`src/rtl/image_proc_sequencer.sv`:
```
// Job controller beside the ImageProcessor datapath. It hands image RAM to the HPS on demand,
// runs and flushes processing jobs, and reports job status and counters.
module image_proc_sequencer #(
  parameter int MODE_W    = 3,
  parameter int FLUSH_LAT = 2,
  parameter int TIMEOUT_W = 20,
  parameter int CNT_W     = 8
) (
  input  logic              clk,
  input  logic              reset,
  input  logic              start,
  input  logic [MODE_W-1:0] mode_in,
  input  logic              hps_writing_image,
  input  logic              abort,
  input  logic              done,
  output logic              enable,
  output logic              wren,
  output logic              hps_grant,
  output logic              busy,
  output logic [MODE_W-1:0] mode_q,
  output logic              job_done,
  output logic              timeout_err,
  output logic              processing_has_run_once,
  output logic [CNT_W-1:0]  job_count
);

  localparam logic [2:0] S_IDLE    = 3'd0;
  localparam logic [2:0] S_PROCESS = 3'd1;
  localparam logic [2:0] S_FLUSH   = 3'd2;
  localparam logic [2:0] S_MEMORY  = 3'd3;
  localparam logic [2:0] S_ERROR   = 3'd4;

  localparam int             FL_W    = (FLUSH_LAT > 1) ? $clog2(FLUSH_LAT) : 1;
  localparam logic [FL_W-1:0] FL_LAST = FL_W'(FLUSH_LAT - 1);

  logic [2:0]           r_state;
  logic                 r_pending;
  logic [MODE_W-1:0]    r_pend_mode;
  logic [TIMEOUT_W-1:0] r_wd;
  logic [FL_W-1:0]      r_fcnt;
  logic                 r_enable;
  logic                 r_wren;
  logic                 r_hps_grant;
  logic                 r_busy;
  logic [MODE_W-1:0]    r_mode_q;
  logic                 r_job_done;
  logic                 r_timeout_err;
  logic                 r_has_run;
  logic [CNT_W-1:0]     r_job_count;

  logic [2:0]           w_next;
  logic                 w_accept;
  logic                 w_complete;
  logic [TIMEOUT_W-1:0] w_wd_next;
  logic [FL_W-1:0]      w_fcnt_next;

  always_comb begin
    w_next      = r_state;
    w_accept    = 1'b0;
    w_complete  = 1'b0;
    w_wd_next   = r_wd;
    w_fcnt_next = r_fcnt;
    case (r_state)
      S_IDLE: begin
        if (!hps_writing_image && (start || r_pending)) begin
          w_next    = S_PROCESS;
          w_accept  = 1'b1;
          w_wd_next = '0;
        end
      end
      S_PROCESS: begin
        w_wd_next = r_wd + 1'b1;
        if (abort) begin
          w_next = S_IDLE;
        end else if (done) begin
          w_next      = S_FLUSH;
          w_fcnt_next = '0;
        end else if (w_wd_next == '1) begin
          w_next = S_ERROR;
        end
      end
      S_FLUSH: begin
        if (abort) begin
          w_next = S_IDLE;
        end else if (r_fcnt == FL_LAST) begin
          w_next     = S_IDLE;
          w_complete = 1'b1;
        end else begin
          w_fcnt_next = r_fcnt + 1'b1;
        end
      end
      S_MEMORY: begin
        if (!hps_writing_image) w_next = S_IDLE;
      end
      S_ERROR: begin
        w_next = S_IDLE;
      end
      default: begin
        w_next = S_IDLE;
      end
    endcase
    // HPS ownership overrides everything; a done landing in the same cycle still counts.
    if (hps_writing_image) begin
      w_next     = S_MEMORY;
      w_complete = (r_state == S_PROCESS) && done && !abort;
    end
  end

  always_ff @(posedge clk or posedge reset) begin
    if (reset) begin
      r_state       <= S_IDLE;
      r_pending     <= 1'b0;
      r_pend_mode   <= '0;
      r_wd          <= '0;
      r_fcnt        <= '0;
      r_enable      <= 1'b0;
      r_wren        <= 1'b0;
      r_hps_grant   <= 1'b0;
      r_busy        <= 1'b0;
      r_mode_q      <= '0;
      r_job_done    <= 1'b0;
      r_timeout_err <= 1'b0;
      r_has_run     <= 1'b0;
      r_job_count   <= '0;
    end else begin
      r_state     <= w_next;
      r_wd        <= w_wd_next;
      r_fcnt      <= w_fcnt_next;
      r_enable    <= (w_next == S_PROCESS);
      r_wren      <= (w_next == S_PROCESS) || (w_next == S_FLUSH);
      r_hps_grant <= (w_next == S_MEMORY);
      r_busy      <= (w_next == S_PROCESS) || (w_next == S_FLUSH);
      r_job_done  <= w_complete;

      if (w_complete) begin
        r_has_run <= 1'b1;
        if (r_job_count != '1) r_job_count <= r_job_count + 1'b1;
      end

      if (w_accept) begin
        r_mode_q      <= start ? mode_in : r_pend_mode;
        r_timeout_err <= 1'b0;
      end else if (w_next == S_ERROR) begin
        r_timeout_err <= 1'b1;
      end

      // One-deep start queue: newest request wins, abort discards it.
      if (w_accept) begin
        r_pending <= 1'b0;
      end else if (abort) begin
        r_pending <= 1'b0;
      end else if (start) begin
        r_pending   <= 1'b1;
        r_pend_mode <= mode_in;
      end
    end
  end

  assign enable                  = r_enable;
  assign wren                    = r_wren;
  assign hps_grant               = r_hps_grant;
  assign busy                    = r_busy;
  assign mode_q                  = r_mode_q;
  assign job_done                = r_job_done;
  assign timeout_err             = r_timeout_err;
  assign processing_has_run_once = r_has_run;
  assign job_count               = r_job_count;

endmodule

```
`config.mk`:
```
export PLATFORM = sky130hd
export DESIGN_NAME = image_proc_sequencer
export DESIGN_NICKNAME = d
export VERILOG_FILES = /design/src/rtl/image_proc_sequencer.sv
export SDC_FILE = /design/constraint.sdc
export NUM_CORES = 1
export LEC_CHECK = 0
export CAP_MARGIN = 0
export CORE_UTILIZATION = 30
export CTS_CLUSTER_DIAMETER = 50
export DETAILED_ROUTE_END_ITERATION = 10
export HOLD_SLACK_MARGIN = 0.08
export PLACE_DENSITY = 0.5
export SLEW_MARGIN = 20
export SYNTH_ARGS = -nofsm -noshare
export SYNTH_HDL_FRONTEND = slang
export SYNTH_SLANG_ARGS = --single-unit
```
`constraint.sdc`:
```
create_clock -name clk -period 3.3 [get_ports clk]
set_input_delay 0.33 -clock clk [delete_from_list [all_inputs] [get_ports clk]]
set_output_delay 0.33 -clock clk [all_outputs]
set_load 0.01 [all_outputs]
```
* Yosys cells after proc, flatten, opt, wreduce, memory -nomap -nowiden
Cells that the tools add are included.
Word-level totals: input port bits 9, register bits after elaboration 45
Cells by class: bitwise operators 2, reductions and logical operators 16, mux-type cells 27, add/subtract/negate cells 3, equal/unequal tests 12
Operators with widths (number):
- $pmux 20 s2 | 1
- $mux 3 | 8
- $add 20x1->20 const B | 1
- $eq 20x20->1 const B | 1
- $mux 20 | 1
- $mux 1 | 15
- $eq 3x2->1 const B | 3
- $pmux 3 s3 | 1
- $add 8x1->8 const B | 1
- $ne 2x2->1 const B | 4
- $ne 8x8->1 const B | 1
- $eq 3x1->1 const B | 2
- $reduce_and 2->1 | 3
- $reduce_bool 2->1 | 3
- $reduce_and 4->1 | 1
- $eq 3x3->1 const B | 1
- $logic_and 1x1->1 | 3
- $logic_not 3->1 | 1
- $reduce_bool 3->1 | 1
- $logic_not 1->1 | 2
- $logic_or 1x1->1 | 2
- $not 1->1 | 2
- $pmux 1 s2 | 1
- $add 1x1->1 const B | 1

* Logic depth before layout (Yosys ltp)
depth in word-level cells 10, depth in mapped cells 8, mapped depth without buffers 7

* Worst setup path before layout
Ideal clock, no wire load.
kind register to register, start point reg r_wd[0], end point reg r_state[0], path slack 0.666 ns, path buffers 1, period minus slack after synthesis 2.634 ns, setup time 0.124 ns, cell stages (with the launch flop) 8, data required time 3.176 ns, data arrival time 2.510 ns, cell sequence dfrtp_1 -> buf_2 -> nand2_2 -> or4_4 -> or3_1 -> a221o_1 -> or3_4 -> a211o_1
Between the ends: longest elaborated chain between the ends 7
RTL lines:
- start, declared | line 39 | logic [TIMEOUT_W-1:0] r_wd;
- start signal, assigned | line 127 | r_wd <= w_wd_next;
- $add 20x1->20 | line 72 | w_wd_next = r_wd + 1'b1;
- $eq 20x20->1 | line 78 | end else if (w_wd_next == '1) begin
- $mux 3 | line 78
- $mux 3 | line 75 | end else if (done) begin
- $mux 3 | line 73 | if (abort) begin
- $pmux 3 s3 | line 63 | case (r_state)
- $mux 3 | line 103 | if (hps_writing_image) begin
- net w_next[0] | line 51 | logic [2:0] w_next;
- end signal, assigned | line 126 | r_state <= w_next;
- end, declared | line 36 | logic [2:0] r_state;
The timed path passes the listed nets, and every way through them passes these cells. A chain may end at the register's enable or synchronous reset.

* Worst setup path in the final report
start point reg r_wd[2], end point reg r_state[0]
Same word-level chain as after synthesis.

==> results.toml <==
[clocking]
worstSkewPairLatency_ns = 0.30
cts_tree = "yes"
h-tree-depth = 2
cts_hold_buf = 0
clk_path_buf_depth = 2
clk_pin_slew_ns = 0.10
cts_setup_buffers = 0
cts_resized = 0
clkSinkCount = 45
cts_root_buf = "clkbuf_8"
numCtsBuffers = 5

[power_and_ir_drop]
p_switching_uw = 462
power_density_mw_per_mm2 = 477
swShare = 0.333
p_int_uw = 927
p_leak_uw = 0.00114
power_uw = 1390
seqPwrFrac = 0.513
p_clk_frac = 0.268
ir_drop_mv = 0.175
comb_power_share = 0.219

[logic_synthesis]
synth_edf_count = 0
synth_top_family_by_area = "simple AND/OR/NAND/NOR gates"
synth-main-ff-cell = "dfrtp_1"
ys_types = 53
syn_avg_cell_area_sq_um = 9.28
syn_area_sq_mm = 0.00250
yosys.area_share.simple = 0.223
seq_area_frac_synth = 0.451
muxShareOfSynthArea = 0.0301
syn-num-nets = 281
synth_cells = 269
synth_adder_area_share = 0.0150
ys_warn_count = 0
synth_compound_area_frac = 0.207
synth_xor_area_frac = 0.0316
async_reset_ff_frac = 1.00
ys_ff_latch = 45

[detailed_routing]
antenna_left = 0
wl_met1_microns = 2810
firstDrtPassIters = 4
wl_met2_microns = 2560
vias = 2108
routed_via_density = 5.41
drc = 0
drt_iter0_drc = 121
wl_met3_microns = 270
highest-signal-layer = "met4"
wire_per_inst_microns = 14.6
drt_wl_total_microns = 5710

[grt]
grt_pass1_wl_microns = 9850
grt_max_degree = 46
grt_pass1_vias = 1990
grtUsageTotal = 0.144
overflow = 0
antenna_found_initial = 0

[setup_path]
arrival_ns = 3.04
crit_chain = "nand3_4 > or4_4 > or3_1 > a221o_1 > or3_4 > a211o_1"
slowest_delay_ns = 0.59
crit_type = "reg2reg"
worst-path-buf-inv = 0
slowest_stage = "or4_4"
end_kind = "flop"
worst_ep_required_time_ns = 3.50
critPathTopFamily = "simple AND/OR/NAND/NOR gates"
startpoint_type = "flop"
r2r_cells = 6
cp.depth = 6
path_max_fanout = 10

[floorplanning]
die_area_sq_mm = 0.00869
die_h_microns = 93.2
core_sq_mm = 0.00789
die_x_microns = 93.2
initial_utilization = 0.317
rows = 32
io_pins = 27

[placement]
port_buffers = 26
place_congestion = 0.781
place_hpwl_microns = 3860

[sta]
setup_viol = 0
max_freq_mhz = 352
tightest_slew_ns = 0.882
fin_tns_setup_ns = 0
slew_viol_final = 0
relSlewSlack = 0.408
timing.final.crit_share = 0.860
hold_violations = 0
skew_ns = 0.00812
rsz0062_at_grt = "false"
fin_crit_ns = 2.84

[final_layout]
drive_above_1_share = 0.0903
syn_to_final_growth_pct = 16.7
diodes = 0
finalNetCount = 299

[status]
status = "finished, final reports clean"

[run]
max_cap_violations = 0

[min_path]
holdCritPathClass = "in2async"
[cell type report]
| cell class | instances | area, sq um |
|---|---|---|
| fillers | 826 | 4970 |
| clock inverters | 3 | 25.0 |
| well taps | 102 | 128 |
| inverters | 6 | 23.8 |
| multi-input cells | 201 | 1270 |
| flip-flops and latches | 45 | 1130 |
| clock buffers | 5 | 68.8 |
| repair buffers | 28 | 275 |
[power by group through the flow]
stage,logic [uW],registers (uW),clock network (uW)
floorplan,205,700,0
global placement,309,719,0
detailed placement,309,722,0
CTS,309,712,388
global route,345,727,411
finish,305,713,372
[metrics by stage]
step	hold WS [ns]	instances	util	worst slack (ns)	instance area [sq um]
6_report	0.461	390	0.369	0.462	2910
5_1_grt	0.501	390	0.369	0.331	2910
3_3_place_gp	0.455	382	0.357	0.517	2820
4_1_cts	0.493	390	0.369	0.471	2910
2_1_floorplan	0.403	269	-	0.666	2500
3_5_place_dp	0.465	382	0.357	0.492	2820
[flip-flops by register name (all words and copies together), names as in the netlist]
signal                   count
busy                         1
enable                       1
hps_grant                    1
job_count                    8
job_done                     1
mode_q                       3
processing_has_run_once      1
r_fcnt                       1
r_pend_mode                  3
r_pending                    1
r_state                      3
r_wd                        20
timeout_err                  1
[routing by layer]
layer | track usage | vias to the layer above
met5 | 0 | -
li1 | - | 1045
met4 | 0.0423 | 0
met2 | 0.226 | 46
met3 | 0.0285 | 4
met1 | 0.199 | 1013
[cells in the mapped netlist (all sizes together) (2+ instances only)]
cell type / instances / area (sq um)
a21o: 3 / 25.0
a21oi: 12 / 60.1
a2bb2oi: 2 / 17.5
a31oi: 9 / 56.3
a41oi: 3 / 26.3
and2: 2 / 12.5
and3: 8 / 50.1
and4: 2 / 18.8
buf: 6 / 40.0
clkbuf: 11 / 41.3
dfrtp: 45 / 1130
ha: 3 / 37.5
inv: 6 / 22.5
mux2: 4 / 45.0
mux2i: 3 / 30.0
nand2: 20 / 77.6
nand2b: 7 / 43.8
nand3: 12 / 77.6
nand4: 11 / 68.8
nor2: 18 / 67.6
nor3: 5 / 25.0
nor3b: 3 / 22.5
nor4: 2 / 12.5
o21ai: 32 / 160
o22ai: 5 / 31.3
o311a: 2 / 20.0
o31ai: 4 / 30.0
o41ai: 4 / 35.0
or3: 3 / 23.8
or4: 2 / 18.8
xnor2: 7 / 61.3
xor2: 2 / 17.5
[path summary, 6_finish.rpt]
path	startpoint	endpoint	slack [ns]
setup / recovery	r_wd[2]	r_state[0]	0.46
hold / removal	reset	r_wd[16]	0.46
setup reg to reg	r_wd[2]	r_state[0]	0.46
hold reg to reg	processing_has_run_once	processing_has_run_once	0.48
max in group asynchronous	reset	r_wd[17]	2.37
min in group clk	processing_has_run_once	processing_has_run_once	0.48
[logic make-up after synthesis]
logic type,count (synthesis)
and+or+nand+nor,100
AOI/OAI and AO/OA,82
DFF,45
buffers and inverters,23
xor gates and xnor gates,9
muxes,7
adders and majority gates,3
[worst reg2reg max path, stage by stage (launching register included)]
cell	delay (ns)
dfrtp_1	0.55
nand3_4	0.17
or4_4	0.59
or3_1	0.38
a221o_1	0.37
or3_4	0.38
a211o_1	0.30
[cell usage in the layout (no fill, tap or decap), types with 4 or more instances in the layout]
master and instances:
a21oi_1 12, dfrtp_1 45, o31ai_1 4, o21ai_0 32
xnor2_1 7, a31oi_1 9, and3_1 8, clkdlybuf4s50_1 26
inv_1 5, nand4_1 11, clkbuf_8 5, o41ai_1 4
nand2b_1 7, mux2_2 4, nand2_1 19, o22ai_1 5
nor2_1 18, nand3_1 10, nor3_1 5
(Power assumes the default switching activity.)
